`src/rtl/przerwanie_pkg.sv`:
```
// przerwanie_pkg: shared FSM states, default vector layout and vector arithmetic
package przerwanie_pkg;
    typedef enum logic [1:0] {IDLE, REQ, SERVICE} state_e;
    localparam logic [7:0] DEF_VEC_BASE = 8'hF0;
    localparam int DEF_VEC_STRIDE = 2;
    function automatic int unsigned vec_calc(input int unsigned base, input int unsigned id,
                                             input int unsigned stride);
        return base + id * stride;
    endfunction
endpackage

```
`src/rtl/przerwanie_src.sv`:
```
// przerwanie_src: one interrupt source - synchroniser, edge detect and pending flag
module przerwanie_src
    import przerwanie_pkg::*;
#(
    parameter int SYNC_STAGES = 2
) (
    input  logic clk,
    input  logic rst,
    input  logic src_i,
    input  logic mode_i,
    input  logic clr_i,
    output logic pend_o
);
    logic s;
    logic s_q, prev_q, pend_q, pend_d;
    if (SYNC_STAGES > 0) begin : g_sync
        logic [SYNC_STAGES-1:0] sync_q;
        always_ff @(posedge clk)
            if (!rst) sync_q <= '0;
            else      sync_q <= SYNC_STAGES'({sync_q, src_i});
        assign s = sync_q[SYNC_STAGES-1];
    end else begin : g_nosync
        assign s = src_i;
    end
    // edge mode: a new rising edge beats a simultaneous ack-clear
    always_comb pend_d = mode_i ? ((s_q & ~prev_q) | (pend_q & ~clr_i)) : s_q;
    always_ff @(posedge clk)
        if (!rst) begin
            s_q    <= 1'b0;
            prev_q <= 1'b0;
            pend_q <= 1'b0;
        end else begin
            s_q    <= s;
            prev_q <= s_q;
            pend_q <= pend_d;
        end
    assign pend_o = pend_q;
endmodule

```
`src/rtl/przerwanie_ctrl.sv`:
```
// przerwanie_ctrl: N-source fixed-priority interrupt controller with auto-CLI on ack
module przerwanie_ctrl
    import przerwanie_pkg::*;
#(
    parameter int N_SRC = 4,
    parameter int VEC_W = 8,
    parameter logic [VEC_W-1:0] VEC_BASE = VEC_W'(DEF_VEC_BASE),
    parameter int VEC_STRIDE = DEF_VEC_STRIDE,
    parameter int SYNC_STAGES = 2,
    localparam int ID_W = (N_SRC > 1) ? $clog2(N_SRC) : 1
) (
    input  logic             clk,
    input  logic             rst,
    input  logic             int_enable,
    input  logic             int_disable,
    input  logic [N_SRC-1:0] src,
    input  logic [N_SRC-1:0] src_mode,
    input  logic             mask_we,
    input  logic [N_SRC-1:0] mask_wdata,
    input  logic             int_ack,
    input  logic             int_reti,
    output logic             przerwanie,
    output logic [VEC_W-1:0] int_vector,
    output logic [ID_W-1:0]  int_id,
    output logic [N_SRC-1:0] pending,
    output logic             gie
);
    state_e             state_q, state_d;
    logic               irq_q, irq_d, gie_q, gie_d;
    logic [ID_W-1:0]    id_q, id_d, sel;
    logic [VEC_W-1:0]   vec_q, vec_d, sel_vec;
    logic [N_SRC-1:0]   mask_q, pend, req, clr;
    logic               ack_v, reti_v;
    assign ack_v  = int_ack && (state_q == REQ);
    assign reti_v = int_reti && (state_q == SERVICE);
    for (genvar i = 0; i < N_SRC; i++) begin : g_src
        assign clr[i] = ack_v && (id_q == ID_W'(i));
        przerwanie_src #(.SYNC_STAGES(SYNC_STAGES)) u_src (
            .clk(clk), .rst(rst), .src_i(src[i]), .mode_i(src_mode[i]),
            .clr_i(clr[i]), .pend_o(pend[i])
        );
    end
    assign req = pend & mask_q;
    always_comb begin
        sel = '0;
        for (int i = N_SRC - 1; i >= 0; i--) if (req[i]) sel = ID_W'(i);
    end
    assign sel_vec = VEC_W'(vec_calc(32'(VEC_BASE), 32'(sel), 32'(VEC_STRIDE)));
    always_comb begin
        state_d = state_q;
        irq_d   = irq_q;
        id_d    = id_q;
        vec_d   = vec_q;
        gie_d   = (ack_v || int_disable) ? 1'b0 : (reti_v || int_enable) ? 1'b1 : gie_q;
        case (state_q)
            IDLE: if (gie_q && |req) begin
                state_d = REQ;
                irq_d   = 1'b1;
                id_d    = sel;
                vec_d   = sel_vec;
            end
            REQ: if (int_ack) begin
                state_d = SERVICE;
                irq_d   = 1'b0;
            end else if (!gie_q || !mask_q[id_q] || !pend[id_q]) begin
                state_d = IDLE;
                irq_d   = 1'b0;
            end
            SERVICE: if (int_reti) state_d = IDLE;
            default: state_d = IDLE;
        endcase
    end
    always_ff @(posedge clk)
        if (!rst) begin
            state_q <= IDLE;
            irq_q   <= 1'b0;
            gie_q   <= 1'b0;
            id_q    <= '0;
            vec_q   <= '0;
            mask_q  <= '1;
        end else begin
            state_q <= state_d;
            irq_q   <= irq_d;
            gie_q   <= gie_d;
            id_q    <= id_d;
            vec_q   <= vec_d;
            if (mask_we) mask_q <= mask_wdata;
        end
    assign przerwanie = irq_q;
    assign int_vector = vec_q;
    assign int_id     = id_q;
    assign pending    = pend;
    assign gie        = gie_q;
endmodule
```
`config.mk`:
```
export PLATFORM = sky130hd
export DESIGN_NAME = przerwanie_ctrl
export DESIGN_NICKNAME = d
export VERILOG_FILES = /design/src/rtl/przerwanie_pkg.sv /design/src/rtl/przerwanie_src.sv /design/src/rtl/przerwanie_ctrl.sv
export SDC_FILE = /design/constraint.sdc
export NUM_CORES = 1
export LEC_CHECK = 0
export BUFFER_PORTS_ARGS = -buffer_cell sky130_fd_sc_hd__buf_2
export CAP_MARGIN = 20
export CORE_AREA = 2 2 56 58
export CTS_BUF_LIST = sky130_fd_sc_hd__clkbuf_16
export DETAILED_ROUTE_END_ITERATION = 8
export DIE_AREA = 0 0 58 60
export PLACE_DENSITY = 0.66
export SLEW_MARGIN = 25
export SYNTH_ARGS = -nofsm -noshare
export SYNTH_HDL_FRONTEND = slang
export SYNTH_SLANG_ARGS = --single-unit
```
`constraint.sdc`:
```
create_clock -name clk -period 2.4 [get_ports clk]
set_input_delay 0.48 -clock clk [delete_from_list [all_inputs] [get_ports clk]]
set_output_delay 0.48 -clock clk [all_outputs]
set_load 0.005 [all_outputs]
```
* Yosys cells after proc, flatten, opt, wreduce, memory -nomap -nowiden
Index checks and enable logic that the tools add are counted.
** Cells by class
- $add $sub $neg :: 1
- $mul :: 0
- Divide/modulo/power cells :: 0
- Magnitude comparators :: 1
- Eq/ne operators :: 8
- Shift-type cells :: 0
- Mux-type cells :: 21
- Bitwise logic cells :: 22
- Reductions and logical operators :: 22
** Operator list (number)
- two-way mux 2 bit :: 8
- two-way mux 1 bit :: 9
- inverter 1 bit :: 9
- adder 8 x 3 -> 8 bit (first input constant) :: 1
- bitwise AND 1 bit :: 8
- logical AND 1 bit :: 7
- == test 2 bit (second input constant) :: 3
- case mux 2 bit (3 select lines) :: 1
- AND reduction 3 bit :: 2
- bitwise AND 4 bit :: 1
- binary-select mux 1 bit (select 2 bit) :: 2
- == test 2 x 1 -> 1 bit (second input constant) :: 2
- logical NOT 2 bit :: 2
- logical OR 1 bit :: 4
- inequality test 2 bit (second input constant) :: 2
- bitwise OR 1 bit :: 4
- OR reduction 4 bit :: 1
- logical NOT 1 bit :: 3
- less-than comparator 2 x 3 -> 1 bit (second input constant) :: 1
- inequality test 3 x 2 -> 1 bit (second input constant) :: 1
- case mux 1 bit (2 select lines) :: 1
- AND reduction 2 bit :: 1
- nonzero test 2 bit :: 1
- OR reduction 2 bit :: 1
** Storage, ports and cells
- Register bits after elaboration :: 38
- Latch bits :: 0
- RAM bits :: 0
- Bits in read-only memories :: 0
- Output and inout port bits :: 16
- Word-level logic and storage cells :: 97
- Memories :: 0

* Logic depth before layout (Yosys ltp)
- Depth in word-level cells :: 8
- Mapped depth :: 5
- Depth with buffers taken out :: 4

* Modules after synthesis
From an unflattened synthesis, not the netlist that was laid out.
** Unflattened totals
- Cells, all modules :: 111
- Area total of the unflattened synthesis :: 1177.4 um2
** By module, submodules not included
- przerwanie_src :: instances 4, cells an instance 12, area each 151.4 um2
- przerwanie_ctrl :: instances 1, cells an instance 63, area each 571.8 um2

* Worst setup path before layout
OpenSTA, ideal clock, no wires.
- Kind :: register to register
- Start point :: register id_q[0], in the netlist int_id[0]
- End point :: register irq_q, in the netlist przerwanie
- Data arrival time :: 1.289 ns
- Path slack :: 1.041 ns
- Cell stages (with the launch flop) :: 4
- Buffers on the path :: 0
- Period minus slack after synthesis :: 1.359 ns
- Cell sequence :: dfxtp_1 mux4_2 nand4bb_1 a21oi_1
** On the way
- Longest elaborated chain between the ends :: 7
- Elaborated cells on any way between the ends :: 10
** RTL lines
- start: declaration :: RTL line przerwanie_ctrl.sv:30 : logic [ID_W-1:0] id_q, id_d, sel;
- start signal: assignment :: RTL line przerwanie_ctrl.sv:85 : id_q <= id_d;
- binary-select mux 1 bit (select 2 bit) :: RTL line przerwanie_ctrl.sv:65 : end else if (!gie_q || !mask_q[id_q] || !pend[id_q]) begin
- two-way mux 1 bit (implied by the code) :: RTL line przerwanie_ctrl.sv:65
- logical NOT 1 bit :: RTL line przerwanie_ctrl.sv:65
- logical OR 1 bit :: RTL line przerwanie_ctrl.sv:65
- logical OR 1 bit (*) :: RTL line przerwanie_ctrl.sv:65
- inequality test 3 x 2 -> 1 bit (no source line) (*)
- AND reduction 3 bit (no source line) (*)
- end signal: assignment :: RTL line przerwanie_ctrl.sv:83 : irq_q <= irq_d;
- end: declaration :: RTL line przerwanie_ctrl.sv:29 : logic irq_q, irq_d, gie_q, gie_d;
Every way passes the cells marked *; elsewhere a longest branch is shown, timed or not. The select of a mux whose other input is x is not followed.
A chain may end at the register's enable or synchronous reset.

* Final worst setup path
- Start point :: register id_q[0], in the netlist int_id[0]
- End point :: register state_q[0]
** On the way
- Longest elaborated chain between the ends :: 7
- Elaborated cells on any way between the ends :: 10
** RTL lines
- binary-select mux 1 bit (select 2 bit) :: RTL line przerwanie_ctrl.sv:65
- two-way mux 1 bit (implied by the code) :: RTL line przerwanie_ctrl.sv:65
- logical NOT 1 bit :: RTL line przerwanie_ctrl.sv:65
- logical OR 1 bit :: RTL line przerwanie_ctrl.sv:65
- logical OR 1 bit (*) :: RTL line przerwanie_ctrl.sv:65
- inequality test 3 x 2 -> 1 bit (no source line) (*)
- AND reduction 3 bit (no source line) (*)
- end signal: assignment :: RTL line przerwanie_ctrl.sv:82 : state_q <= state_d;
- end: declaration :: RTL line przerwanie_ctrl.sv:28 : state_e state_q, state_d;
Marks and branches as above.

==> results.md <==
- Drt first pass iters: 4
- CP max stage cell: mux4_2
- HP Start: int_disable
- Vias/cell: around 5
- ANT nets after route: 0
- Register area share after synthesis: around 53%
- Area share of the largest cell type after synthesis: 53.1%
- Share of synthesized registers carrying an async set or reset: 0%
- Worst min-delay path category: in2reg
- Share of layout cells above drive strength 1: around 28%
- Grt total ovfl: 0
- Inserted Diodes: 0
- WL/cell: approximately 11 um
- Leak: 0.000640 uW
- Crit Path Max Fanout: 8
- Synthesis Warnings: 0
- DRC: 0
- Reg clk slew, reported paths: 0.05 ns
- Cts hold-fix bufs: 0
- Met1 Usage GRT: 15.8%
- Slowest stage delay, CP: 0.52 ns
- Met2 usage: 22.2%
- Detailed placement HPWL: 1.49 mm
- DR iter-0 viols: 55
- Largest net degree at the start of global routing: 28
- Final net count: roughly 160
- Data arrival, critical path: between 1.5 and 2 ns
- Critical Path Sink Type: flop
- Power per Cell Area: 820 nW/um2
- CTS tree: done
- VDD IR-drop max: 0.798 mV
- H-tree Lvls: 2
- Die area: between 3000 and 4000 um2
- # IOs: 35
- Mapped Area: 1170 um2
- Top FF cell, synth: dfxtp_1
- Total track usage: 14.4%
- Post_cts resized: 0
- Fmax: 681 MHz
- Top cell type by total area after synthesis: dfxtp_1
- Busiest layer in global routing: met2
- Global-route wire length before repair: 3.53 mm
- Syn Area/Cell: 9.82 um2
- Clock Sinks: 31
- Status: finished, final reports clean
- Startpoint Class: flop
- Mapped Cells: roughly 120
- RR Startpoint: int_id[0]
- CTS root buf: clkbuf_16
- Ranking of synthesized cells by area: dfxtp_1 53%, and2_1 8.6%, buf_4 7.1%
- Crit path launch: int_id[0]
- Critical Path RT: ~2.6 ns
- Fin Clk Skew: around 0.0055 ns
- Final setup violation count: 0
- Final period utilization: 61.2%
- Postcts setup bufs: 0
- Die Y: 60 um
- Seq cells post-synth: 31
- Row Count: 20
- Area grow syn2layout: 20.9%
- CTS Buf Count: 5
- Crit path time final: 1.47 ns
- Vias in the first global route: 806
- Die W: 58 um
- Worst-skew pair later-pin latency: 0.27 ns
- RSZ-0062 raised after global routing: false
- Max Slew Vio Count: 0
- CORE AREA: between 2000 and 3000 um2
- Kind of critical path: reg2reg
- EDFF count, synth: 0
- Final GP Congestion: approximately 0.86
- Final hold vios: 0
- Initial antenna violation count: 0
- Initial Util: 40.3%
- GR Layer Usage met3: 6.49%
- Number of max-cap violations: 0
- Port-buffer cells: 32
- Via count: 879
- Sum Neg Setup Slack: 0 ns
- Clk buf depth: 2
- Distinct cell type count after synthesis: 29
- Crit path cell chain: mux4_2 -> nand4bb_1 -> a21oi_1
- Routed wire length: 2.05 mm
- WHS: 0.381 ns
## cell type report
type	count	area, um2
Clock buffer	5	125
Clock inverter	3	11.3
Fill cell	288	1490
Inverter	3	11.3
Multi-Input combinational cell	71	443
Sequential cell	31	621
Tap cell	33	41.3
Timing Repair Buffer	32	160
## power breakdown
group          switching, uW  internal, uW
Clock                    192           371
Combinational           24.8          27.7
Sequential              9.39           533
## per-stage QoR
step                      instance area (um2)  worst slack, ns  utilization (%)  power (uW)  cells
after CTS                                1410            0.931             48.7        1180    178
after global placement                   1280             1.04             44.0         603    170
after global routing                     1410            0.814             48.7        1220    178
final                                    1410            0.931             48.7        1160    178
after floorplan                          1170             1.04                -         584    120
after detailed placement                 1280            0.935             44.0         605    170
## flip-flops by register name (all words and copies together), names as in the netlist
signal	flops
przerwanie	1
g_src.u_src.pend_o	4
mask_q	4
g_src.u_src.s_q	4
int_id	1
g_src.u_src.prev_q	4
state_q	2
gie	1
int_vector	2
g_src.u_src.g_sync.sync_q	8
## metal layers
layer / wire length [um] / vias up
li1: - / 438
met1: 866 / 402
met2: 953 / 35
met3: 166 / 4
met4: 59 / 0
met5: 0 / -
## logic make-up (layout without fill, tap and decap cells)
family / after synthesis / in the layout / share of synthesized area (%)
buffers and inverters: 18 / 43 / 9.31
AO/OA/AOI/OAI: 16 / 16 / 10.3
flip-flops: 31 / 31 / 53.1
other: 1 / 2 / 0.321
AND/OR/NAND/NOR: 48 / 48 / 21.6
multiplexers: 5 / 5 / 5.35
## final timing paths
kind / end / slack (ns) / depth (start not counted)
min reg2reg: g_src[1].u_src.s_q / 0.42 / 1
max reg2reg: state_q[0] / 0.93 / 3
min: gie / 0.38 / 2
max: state_q[0] / 0.93 / 3
## cell usage after synthesis, types with 2 or more instances
cell,instances
nor2_1,5
mux2i_1,4
buf_4,11
dfxtp_1,31
nand3_1,3
inv_1,3
and2_1,16
nand2_1,17
clkbuf_1,4
a21oi_1,5
o2111ai_1,2
## critical path, delay by kind of cell (launching register included)
family,cells,cell delay [ns]
AO/OA/AOI/OAI,1,0.18
flip-flops,1,0.47
multiplexers,1,0.52
AND/OR/NAND/NOR,1,0.22
## cells in the final DEF, fill, tap and decap left out, drive strengths merged, types with 2 or more instances in the layout
| master | synthesis | routed |
|---|---|---|
| o21ai | 2 | 2 |
| dfxtp | 31 | 31 |
| o2111ai | 2 | 2 |
| nand2 | 18 | 18 |
| and2 | 16 | 16 |
| a21oi | 5 | 5 |
| nand3 | 3 | 3 |
| clkinv | 0 | 2 |
| buf | 11 | 32 |
| conb | 1 | 2 |
| nor2 | 5 | 5 |
| clkbuf | 4 | 5 |
| mux2i | 4 | 4 |
| inv | 3 | 4 |
No activity file was read; power rests on OpenSTA's default activity.
